## config.mk

```make
export PLATFORM = sky130hd
export DESIGN_NAME = conv2d_stream
export DESIGN_NICKNAME = d
export VERILOG_FILES = /design/src/rtl/conv_pkg.sv /design/src/rtl/conv_mac.sv /design/src/rtl/conv2d_stream.sv
export SDC_FILE = /design/constraint.sdc
export NUM_CORES = 2
export LEC_CHECK = 0
export ABC_AREA = 1
export CAP_MARGIN = 0
export CORE_MARGIN = 3
export CORE_UTILIZATION = 40
export CTS_CLUSTER_DIAMETER = 60
export CTS_CLUSTER_SIZE = 28
export DETAILED_ROUTE_END_ITERATION = 7
export PLACE_DENSITY_LB_ADDON = 0.3
export SKIP_CTS_REPAIR_TIMING = 1
export SLEW_MARGIN = 20
export SYNTH_ARGS = -nofsm -noshare
export SYNTH_HDL_FRONTEND = slang
export SYNTH_SLANG_ARGS = --single-unit
```

## constraint.sdc

```tcl
create_clock -name clk -period 7.75 [get_ports clk]
set_clock_uncertainty 0.05 [all_clocks]
set_input_delay 1.55 -clock clk [delete_from_list [all_inputs] [get_ports clk]]
set_output_delay 1.55 -clock clk [all_outputs]
set_load 0.02 [all_outputs]
```

## src/rtl/conv_pkg.sv

```systemverilog
// Shared state encoding and default sizing for the streaming 2-D correlator.
package conv_pkg;

    localparam int DEF_DW     = 8;
    localparam int DEF_MAXDIM = 16;
    localparam int DEF_MAXK   = 4;

    typedef enum logic [2:0] {
        IDLE,
        LOAD_IMG,
        LOAD_KER,
        COMPUTE,
        EMIT,
        DONE
    } conv_state_e;

endpackage

```

## src/rtl/conv_mac.sv

```systemverilog
// Registered multiply-accumulate; clr restarts the sum with the current product.
module conv_mac
    import conv_pkg::*;
#(
    parameter int DW = DEF_DW,
    parameter int AW = 2*DW
) (
    input  logic          clk,
    input  logic          rstN,
    input  logic          en,
    input  logic          clr,
    input  logic [DW-1:0] a,
    input  logic [DW-1:0] b,
    output logic [AW-1:0] acc
);

    logic [2*DW-1:0] prod;
    logic [AW-1:0]   acc_q, acc_d;

    assign prod = {{DW{1'b0}}, a} * {{DW{1'b0}}, b};

    always_comb begin
        acc_d = acc_q;
        if (en) begin
            acc_d = (clr ? '0 : acc_q) + AW'(prod);
        end
    end

    always_ff @(posedge clk or negedge rstN) begin
        if (!rstN) begin
            acc_q <= '0;
        end else begin
            acc_q <= acc_d;
        end
    end

    assign acc = acc_q;

endmodule

```

## src/rtl/conv2d_stream.sv

```systemverilog
// Streaming 2-D cross-correlation: loads an image and kernel, then emits one
// valid/ready-handshaked sum per output window in row-major order.
module conv2d_stream
    import conv_pkg::*;
#(
    parameter int DW     = DEF_DW,
    parameter int MAXDIM = DEF_MAXDIM,
    parameter int MAXK   = DEF_MAXK,
    parameter int DIMW   = $clog2(MAXDIM),
    parameter int KW     = $clog2(MAXK),
    parameter int AW     = 2*DW + 2*KW
) (
    input  logic            clk,
    input  logic            rstN,
    input  logic            start,
    input  logic [DIMW-1:0] inRow,
    input  logic [DIMW-1:0] inCol,
    input  logic [KW-1:0]   kerRow,
    input  logic [KW-1:0]   kerCol,
    input  logic            stride,
    input  logic [DW-1:0]   inData,
    input  logic            inValid,
    output logic            inReady,
    output logic [AW-1:0]   outMatrix,
    output logic            outValid,
    input  logic            outReady,
    output logic            busy,
    output logic            done,
    output logic            err
);

    conv_state_e     state_q, state_d;
    logic [DIMW-1:0] inRow_q, inRow_d, inCol_q, inCol_d;
    logic [KW-1:0]   kerRow_q, kerRow_d, kerCol_q, kerCol_d;
    logic            stride_q, stride_d;
    logic [DIMW-1:0] imgR_q, imgR_d, imgC_q, imgC_d;
    logic [KW-1:0]   kerR_q, kerR_d, kerC_q, kerC_d;
    logic [DIMW-1:0] outR_q, outR_d, outC_q, outC_d;
    logic [KW-1:0]   tapK_q, tapK_d, tapL_q, tapL_d;
    logic            err_q, err_d;

    logic [DW-1:0] imgBuf [MAXDIM][MAXDIM];
    logic [DW-1:0] kerBuf [MAXK][MAXK];

    logic            xfer, imgWe, kerWe, macEn, macClr;
    logic [DIMW-1:0] diffR, diffC, lastOutR, lastOutC;
    logic [DIMW-1:0] rowBase, colBase, rowIdx, colIdx;
    logic [DW-1:0]   macA, macB;
    logic [AW-1:0]   macAcc;

    assign xfer  = inValid && inReady;
    assign imgWe = xfer && (state_q == LOAD_IMG);
    assign kerWe = xfer && (state_q == LOAD_KER);

    // Index of the final output window; stride 2 halves the valid span.
    assign diffR    = inRow_q - DIMW'(kerRow_q);
    assign diffC    = inCol_q - DIMW'(kerCol_q);
    assign lastOutR = stride_q ? (diffR >> 1) : diffR;
    assign lastOutC = stride_q ? (diffC >> 1) : diffC;

    assign rowBase = stride_q ? {outR_q[DIMW-2:0], 1'b0} : outR_q;
    assign colBase = stride_q ? {outC_q[DIMW-2:0], 1'b0} : outC_q;
    assign rowIdx  = rowBase + DIMW'(tapK_q);
    assign colIdx  = colBase + DIMW'(tapL_q);
    assign macA    = imgBuf[rowIdx][colIdx];
    assign macB    = kerBuf[tapK_q][tapL_q];

    always_ff @(posedge clk) begin
        if (imgWe) begin
            imgBuf[imgR_q][imgC_q] <= inData;
        end
        if (kerWe) begin
            kerBuf[kerR_q][kerC_q] <= inData;
        end
    end

    always_comb begin
        state_d  = state_q;
        inRow_d  = inRow_q;
        inCol_d  = inCol_q;
        kerRow_d = kerRow_q;
        kerCol_d = kerCol_q;
        stride_d = stride_q;
        imgR_d   = imgR_q;
        imgC_d   = imgC_q;
        kerR_d   = kerR_q;
        kerC_d   = kerC_q;
        outR_d   = outR_q;
        outC_d   = outC_q;
        tapK_d   = tapK_q;
        tapL_d   = tapL_q;
        err_d    = 1'b0;
        macEn    = 1'b0;
        macClr   = 1'b0;
        case (state_q)
            IDLE: begin
                if (start) begin
                    inRow_d  = inRow;
                    inCol_d  = inCol;
                    kerRow_d = kerRow;
                    kerCol_d = kerCol;
                    stride_d = stride;
                    if ((int'(kerRow) > int'(inRow)) || (int'(kerCol) > int'(inCol))) begin
                        err_d = 1'b1;
                    end else begin
                        state_d = LOAD_IMG;
                        imgR_d  = '0;
                        imgC_d  = '0;
                        kerR_d  = '0;
                        kerC_d  = '0;
                    end
                end
            end
            LOAD_IMG: begin
                if (inValid) begin
                    if (imgC_q == inCol_q) begin
                        imgC_d = '0;
                        if (imgR_q == inRow_q) begin
                            imgR_d  = '0;
                            state_d = LOAD_KER;
                        end else begin
                            imgR_d = imgR_q + 1'b1;
                        end
                    end else begin
                        imgC_d = imgC_q + 1'b1;
                    end
                end
            end
            LOAD_KER: begin
                if (inValid) begin
                    if (kerC_q == kerCol_q) begin
                        kerC_d = '0;
                        if (kerR_q == kerRow_q) begin
                            kerR_d  = '0;
                            outR_d  = '0;
                            outC_d  = '0;
                            tapK_d  = '0;
                            tapL_d  = '0;
                            state_d = COMPUTE;
                        end else begin
                            kerR_d = kerR_q + 1'b1;
                        end
                    end else begin
                        kerC_d = kerC_q + 1'b1;
                    end
                end
            end
            COMPUTE: begin
                // First tap of every window restarts the accumulator.
                macEn  = 1'b1;
                macClr = (tapK_q == '0) && (tapL_q == '0);
                if (tapL_q == kerCol_q) begin
                    tapL_d = '0;
                    if (tapK_q == kerRow_q) begin
                        tapK_d  = '0;
                        state_d = EMIT;
                    end else begin
                        tapK_d = tapK_q + 1'b1;
                    end
                end else begin
                    tapL_d = tapL_q + 1'b1;
                end
            end
            EMIT: begin
                if (outReady) begin
                    state_d = COMPUTE;
                    if (outC_q == lastOutC) begin
                        outC_d = '0;
                        if (outR_q == lastOutR) begin
                            outR_d  = '0;
                            state_d = DONE;
                        end else begin
                            outR_d = outR_q + 1'b1;
                        end
                    end else begin
                        outC_d = outC_q + 1'b1;
                    end
                end
            end
            DONE: begin
                state_d = IDLE;
            end
            default: begin
                state_d = IDLE;
            end
        endcase
    end

    always_ff @(posedge clk or negedge rstN) begin
        if (!rstN) begin
            state_q  <= IDLE;
            inRow_q  <= '0;
            inCol_q  <= '0;
            kerRow_q <= '0;
            kerCol_q <= '0;
            stride_q <= 1'b0;
            imgR_q   <= '0;
            imgC_q   <= '0;
            kerR_q   <= '0;
            kerC_q   <= '0;
            outR_q   <= '0;
            outC_q   <= '0;
            tapK_q   <= '0;
            tapL_q   <= '0;
            err_q    <= 1'b0;
        end else begin
            state_q  <= state_d;
            inRow_q  <= inRow_d;
            inCol_q  <= inCol_d;
            kerRow_q <= kerRow_d;
            kerCol_q <= kerCol_d;
            stride_q <= stride_d;
            imgR_q   <= imgR_d;
            imgC_q   <= imgC_d;
            kerR_q   <= kerR_d;
            kerC_q   <= kerC_d;
            outR_q   <= outR_d;
            outC_q   <= outC_d;
            tapK_q   <= tapK_d;
            tapL_q   <= tapL_d;
            err_q    <= err_d;
        end
    end

    conv_mac #(
        .DW (DW),
        .AW (AW)
    ) u_mac (
        .clk  (clk),
        .rstN (rstN),
        .en   (macEn),
        .clr  (macClr),
        .a    (macA),
        .b    (macB),
        .acc  (macAcc)
    );

    assign inReady   = (state_q == LOAD_IMG) || (state_q == LOAD_KER);
    assign outValid  = (state_q == EMIT);
    assign busy      = (state_q != IDLE);
    assign done      = (state_q == DONE);
    assign err       = err_q;
    assign outMatrix = macAcc;

endmodule

```

Word-level counts from Yosys, hierarchy flattened
Memory sizes are Yosys's and may differ from the RTL's.
Index checks and enable logic that the tools add are counted.

storage, ports and cells
  RAM bits = 2176
  flip-flop bits (word level) = 61
  word-level logic and storage cells = 169
  bits of input ports = 26
  memories kept = 2

memory list
  name    depth  bits a word  rd ports  clocked after Yosys merged registers in  wr ports  RTL line             text
  imgBuf  16     128          1         0                                        1         conv2d_stream.sv:42  logic [DW-1:0] imgBuf [MAXDIM][MAXDIM];
  kerBuf  4      32           1         0                                        1         conv2d_stream.sv:43  logic [DW-1:0] kerBuf [MAXK][MAXK];

cells by class
  $add $sub $neg = 13
  eq/ne operators = 25
  reductions and logical operators = 26
  $mul = 1
  multiplexer cells = 74
  $lt $le $gt $ge = 8
  bitwise operators = 4

operators with widths
  kind                                                           count
  128-bit 2-to-1 mux                                             1
  4-bit 2-to-1 mux                                               19
  8-bit 2-to-1 mux                                               6
  3-bit 2-to-1 mux                                               13
  8-bit binary-select mux with 4-bit select                      1
  8-bit demux with 4-bit select                                  1
  32-bit 2-to-1 mux                                              1
  4-bit one-hot mux with 2 select lines                          4
  2-bit 2-to-1 mux                                               13
  20-bit by 16-bit adder with 20-bit output                      1
  20-bit 2-to-1 mux                                              1
  2-bit inequality test, second input constant                   10
  5-bit AND reduction                                            4
  4-bit by 1-bit adder with 4-bit output, second input constant  4
  8-bit binary-select mux with 2-bit select                      1
  8-bit demux with 2-bit select                                  1
  4-bit == test                                                  4
  8-bit by 8-bit multiplier with 16-bit output                   1
  2-bit one-hot mux with 2 select lines                          4
  3-bit one-hot mux with 5 select lines                          1
  4-bit AND reduction                                            3
  11-bit AND reduction                                           1
  5-bit >= comparator, second input constant                     2
  4-bit NOT with 5-bit output                                    2
  22 further kinds                                               52

Logic depth before layout (Yosys ltp)
  word-level depth = 8
  gate-level depth with buffers = 40
  mapped depth without buffers = 37

Cells and area by module
From an unflattened synthesis, not the netlist that was laid out.

unflattened totals
  cells, all modules = 8794
  area, all modules = 96262.3 µm²

by module, submodules not included
  module         area an instance (µm²)  times used  cells an instance
  conv2d_stream  92378.6                 1           8219
  conv_mac       3883.7                  1           575

Worst setup path before layout
Ideal clock, no wire load.

  path type = reg2reg
  from = register tapK_q[1]
  to = register u_mac.acc_q[12], in the netlist u_mac.acc[12]
  arrival = 6.455 ns
  slack = 1.163 ns
  stages on the path, launching flop included = 32
  buffers on the path = 5
  clock period less this slack = 6.587 ns
  cells stage by stage = dfrtp_1 -> buf_2 -> clkinv_1 -> clkbuf_1 -> buf_2 -> fa_1 -> clkbuf_1 -> clkbuf_1 -> o211ai_1 -> nand2_1 -> nand2_1 -> nand3_1 -> nand3_1 -> nand3_1 -> nand3_1 -> nand3_2 -> nand3_1 -> fa_1 -> fa_1 -> inv_1 -> fa_1 -> inv_1 -> fa_1 -> inv_1 -> ha_1 -> inv_1 -> o21bai_1 -> a21oi_1 -> o21ai_0 -> a21boi_0 -> or2_2 -> a31oi_1

between the ends
  cells in the longest elaborated chain, start to end = 7
  elaborated cells between the ends (all ways) = 15

RTL lines
  what                                                  RTL line              text
  start: declaration                                    conv2d_stream.sv:39   logic [KW-1:0] tapK_q, tapK_d, tapL_q, tapL_d;
  start signal: assignment                              conv2d_stream.sv:219  tapK_q <= tapK_d;
  4-bit by 2-bit adder with 4-bit output                conv2d_stream.sv:63   assign rowIdx = rowBase + DIMW'(tapK_q);
  memory read 16 x 128 bit                              --
  8-bit binary-select mux with 4-bit select             conv2d_stream.sv:65   assign macA = imgBuf[rowIdx][colIdx];
  8-bit 2-to-1 mux (not written as such) (2 in series)  conv2d_stream.sv:65
  8-bit by 8-bit multiplier with 16-bit output          conv_mac.sv:20        assign prod = {{DW{1'b0}}, a} * {{DW{1'b0}}, b};
  20-bit by 16-bit adder with 20-bit output (*)         conv_mac.sv:25        acc_d = (clr ? '0 : acc_q) + AW'(prod);
  end signal: assignment                                conv_mac.sv:31        acc_q <= '0;
  end signal: assignment                                conv_mac.sv:33        acc_q <= acc_d;
  end: declaration                                      conv_mac.sv:18        logic [AW-1:0] acc_q, acc_d;

Mark *: on every way between the ends. The rest lies on a longest branch, timed or not. The select of a mux whose other input is x is not followed.
A chain may end at the register's enable or synchronous reset.

Final worst setup path
  from = register stride_q
  to = register u_mac.acc_q[16], in the netlist u_mac.acc[16]

between the ends
  cells in the longest elaborated chain, start to end = 8
  elaborated cells between the ends (all ways) = 11

RTL lines
  what                                                                     RTL line                                  text
  start: declaration                                                       conv2d_stream.sv:35                       logic stride_q, stride_d;
  start signal: assignment                                                 conv2d_stream.sv:212                      stride_q <= stride_d;
  4-bit 2-to-1 mux, on equally long branches                               conv2d_stream.sv:61, conv2d_stream.sv:62
  4-bit by 2-bit adder with 4-bit output, on equally long branches         conv2d_stream.sv:63, conv2d_stream.sv:64
  memory read 16 x 128 bit or 4-bit NOT with 5-bit output (tied branches)  --
  8-bit binary-select mux with 4-bit select (*)                            conv2d_stream.sv:65
  8-bit 2-to-1 mux (not written as such) (*) (2 in series)                 conv2d_stream.sv:65
  8-bit by 8-bit multiplier with 16-bit output (*)                         conv_mac.sv:20
  20-bit by 16-bit adder with 20-bit output (*)                            conv_mac.sv:25

Marks and branches as above.

==> flow_summary.yaml <==
run_status:
  status: "completed"
die:
  core_area_sq_um: 241000
  die_w_um: 498
  chipHeight_um: 498
  start_util: 0.402
  rows: 180
  die-area_sq_um: 248000
  io_pins: 51
synth:
  ys_top_cells_by_area: "edfxtp_1, nand2_1, nand3_1, nor2_1, inv_1"
  synthDistinctLibCells: 50
  ys_async_sr_fraction: 0.0273
  synth_area_sq_um: 96900
  postSynthAreaPerCell_sq_um: 11.3
  yosysSeqAreaShare: 0.690
  synth_edf_count: 2176
  syn-num-nets: 8760
  ys.warnings.count: 0
  yosys_most_used_dff: "edfxtp_1"
  yosysTopAreaCell: "edfxtp_1"
  syn_inst: 8607
  synth_top_area_frac: 0.675
  synth-seq-cells: 2237
layout:
  nNetsFinal: 8660
  fin_cells: 11800
  utilization: 0.445
  drive_gt1_frac: 0.0826
  n_fill_cell: 21800
  synthToLayoutAreaGrowth_pct: 10.6
setup_path:
  critical-path-top-delay-family: "adder cells"
  cp_max_fo: 18
  endpoint_kind: "register"
  r2r-end: "u_mac.acc[16]"
  r2r-start: "stride_q"
  cpPeakStageDelay_ns: 0.98
  worst_setup_path_start_kind: "register"
  crit_buf_inv: 9
  crit_type: "reg2reg"
  slowest_stage: "fa_4"
  r2r_cells: 33
  cp_common_cell: "nand3_1"
  critPathArrivalTime_ns: 8.17
  rrSetupSlack_ns: 0.27
  crit_required_ns: 8.44
worst_hold_path:
  holdPathEnd: "inCol_q[0]"
  whs_path_depth: 2
  hp-start: "inCol_q[0]"
  hp-class: "reg2reg"
flow_run:
  drv_cap: 0
routing:
  routed_via_density: 5.41
  drt_pass1_iterations: 6
  drt-total-wl_um: 269000
  ant_nets: 0
  drt_iter0_drc: 7253
  routedWlPerCell_um: 22.8
  num_vias: 64000
  drc: 0
power:
  power_switching_mw: 22.0
  switching_share: 0.437
  power_mw: 50.4
  power_frac_seq: 0.271
  ir_drop_mv: 2.79
  pwr-share-clk: 0.179
  intPower_mw: 28.4
  combPwrFrac: 0.550
  power.density_nw_per_um2: 471
  p_leak_nw: 38.9
clock_network:
  clk_latency_ns: 0.84
  cts_tree: "done"
  clk_pin_slew_ns: 0.08
  clock_path_buffers: 3
  htreeDepth: 4
  cts_num_sinks: 2237
  cts_inserted_buffers: 151
  cts-root-buf: "clkbuf_16"
global_route:
  grt_first_pass_wirelength_um: 397000
  grt_max_degree: 168
  overflow: 0
  grt_util_all_layers: 0.211
  antenna_found_initial: 6
  first_global_vias: 61500
sta:
  slew_viol_final: 0
  timing.hold.ws_ns: 0.531
  fin_ws_ns: 0.268
  min_period_over_period: 0.965
  fin_crit_ns: 7.48
  maxSlewHeadroom: 0.0522
  final-hold-violation-count: 0
  fmax_mhz: 134
  tightest_slew_ns: 1.41
  setup_viol: 0
placed_design:
  dp_cells: 11500
  gp_congestion: 0.891
  place_hpwl_um: 158000
  portBuffers: 50
  place_ws_ns: 0.0642
## logic make-up (layout without fill, tap and decap cells)
logic type / Yosys count / count (layout) / synth area share
AOI/OAI and AO/OA: 402 / 402 / 0.0247
xor gates and xnor gates: 29 / 29 / 0.00278
adders and majority gates: 127 / 127 / 0.0206
buffers and inverters: 1026 / 1053 / 0.0489
DFF: 2237 / 2237 / 0.690
muxes: 1 / 1 / 0.000116
other: 0 / 3 / 0
and+or+nand+nor: 4785 / 4785 / 0.213
## worst min-delay path, cell delays in order, from the launching register on
cell	delay [ns]
dfrtp_1	0.35
inv_1	0.07
a21oi_1	0.12
## power by group through the flow
stage | Combinational, mW | Clock (mW) | Sequential, mW
after CTS | 26.7 | 9.17 | 13.7
after global placement | 26.8 | 0 | 13.9
after detailed placement | 26.5 | 0 | 13.9
after floorplan | 18.0 | 0 | 13.9
final | 27.7 | 9.03 | 13.6
after global routing | 31.0 | 9.61 | 13.7
## cell usage after synthesis, types with 54 or more instances
cell type and number:
buf_4 69, nor2_1 588, nand2_1 2334, edfxtp_1 2176, dfrtp_1 61, nand3_1 1665, fa_1 54, buf_2 211
ha_1 73, o211ai_1 83, clkbuf_1 151, a21oi_1 91, or2_2 128, o21ai_0 165, inv_1 500
## worst max path at each step
stage | startpoint | endpoint | slack, ns | cells past startpoint
final | stride_q | u_mac.acc[16] | 0.27 | 33
after CTS | stride_q | u_mac.acc[12] | 0.009 | 31
after detailed placement | stride_q | u_mac.acc[12] | 0.06 | 31
after global placement | stride_q | u_mac.acc[16] | -0.003 | 34
after global routing | stride_q | u_mac.acc[16] | -0.02 | 35
after floorplan | tapK_q[1] | u_mac.acc[12] | 1.16 | 31
## state kept, by name (all words and copies together) (netlist names)
signal / flops
kerCol_q: 2
tapL_q: 2
imgBuf: 2048
kerBuf: 128
kerC_q: 2
outR_q: 4
inCol_q: 4
err: 1
imgC_q: 4
imgR_q: 4
kerR_q: 2
kerRow_q: 2
outC_q: 4
state_q: 3
u_mac.acc: 20
inRow_q: 4
stride_q: 1
tapK_q: 2
## per-layer routing
layer,GRT usage,part of all wire,vias up,routed length [um]
li1,-,-,29500,-
met1,0.291,0.42,31600,113000
met2,0.338,0.47,2474,126000
met3,0.0319,0.075,438,20200
met4,0.0769,0.036,0,9720
met5,0,0,-,0
## layout make-up
| class | count | area, sq um | area share |
|---|---|---|---|
| Sequential cell | 2237 | 66900 | 0.624 |
| Multi-Input combinational cell | 5344 | 25700 | 0.240 |
| Tap cell | 3185 | 3990 | 0.0372 |
| Clock buffer | 160 | 3960 | 0.0370 |
| Timing Repair Buffer | 265 | 3110 | 0.0290 |
| Inverter | 508 | 1940 | 0.0181 |
| Clock inverter | 120 | 1560 | 0.0145 |
| Antenna cell | 3 | 7.51 | 0.0000701 |
## per-stage QoR
stage	TNS (ns)	cell area [sq um]
after detailed placement	0	101000
after CTS	0	107000
after floorplan	0	96900
final	0	107000
after global placement	-0.00347	101000
after global routing	-0.0595	107000
## cell usage in the layout (no fill, tap or decap), drive strengths merged
| master | count |
|---|---|
| clkdlybuf4s50 | 41 |
| or3 | 5 |
| a211oi | 1 |
| dfrtp | 61 |
| fa | 54 |
| mux2 | 1 |
| nor3 | 8 |
| xor2 | 16 |
| and2 | 1 |
| clkbuf | 165 |
| a32o | 8 |
| buf | 219 |
| edfxtp | 2176 |
| bufinv | 11 |
| o211ai | 83 |
| nor3b | 3 |
| or2 | 146 |
| diode | 3 |
| nor2 | 588 |
| o2111ai | 1 |
| a221o | 8 |
| o22ai | 2 |
| a221oi | 16 |
| clkinv | 42 |
| a21oi | 91 |
| a31oi | 5 |
| nand3 | 1681 |
| xnor2 | 13 |
| o21a | 1 |
| clkinvlp | 5 |
| ha | 73 |
| nand2 | 2341 |
| o31ai | 1 |
| nor2b | 1 |
| o21ai | 182 |
| nand4 | 11 |
| o21bai | 1 |
| a21boi | 2 |
| inv | 570 |
(Power assumes the default switching activity.)
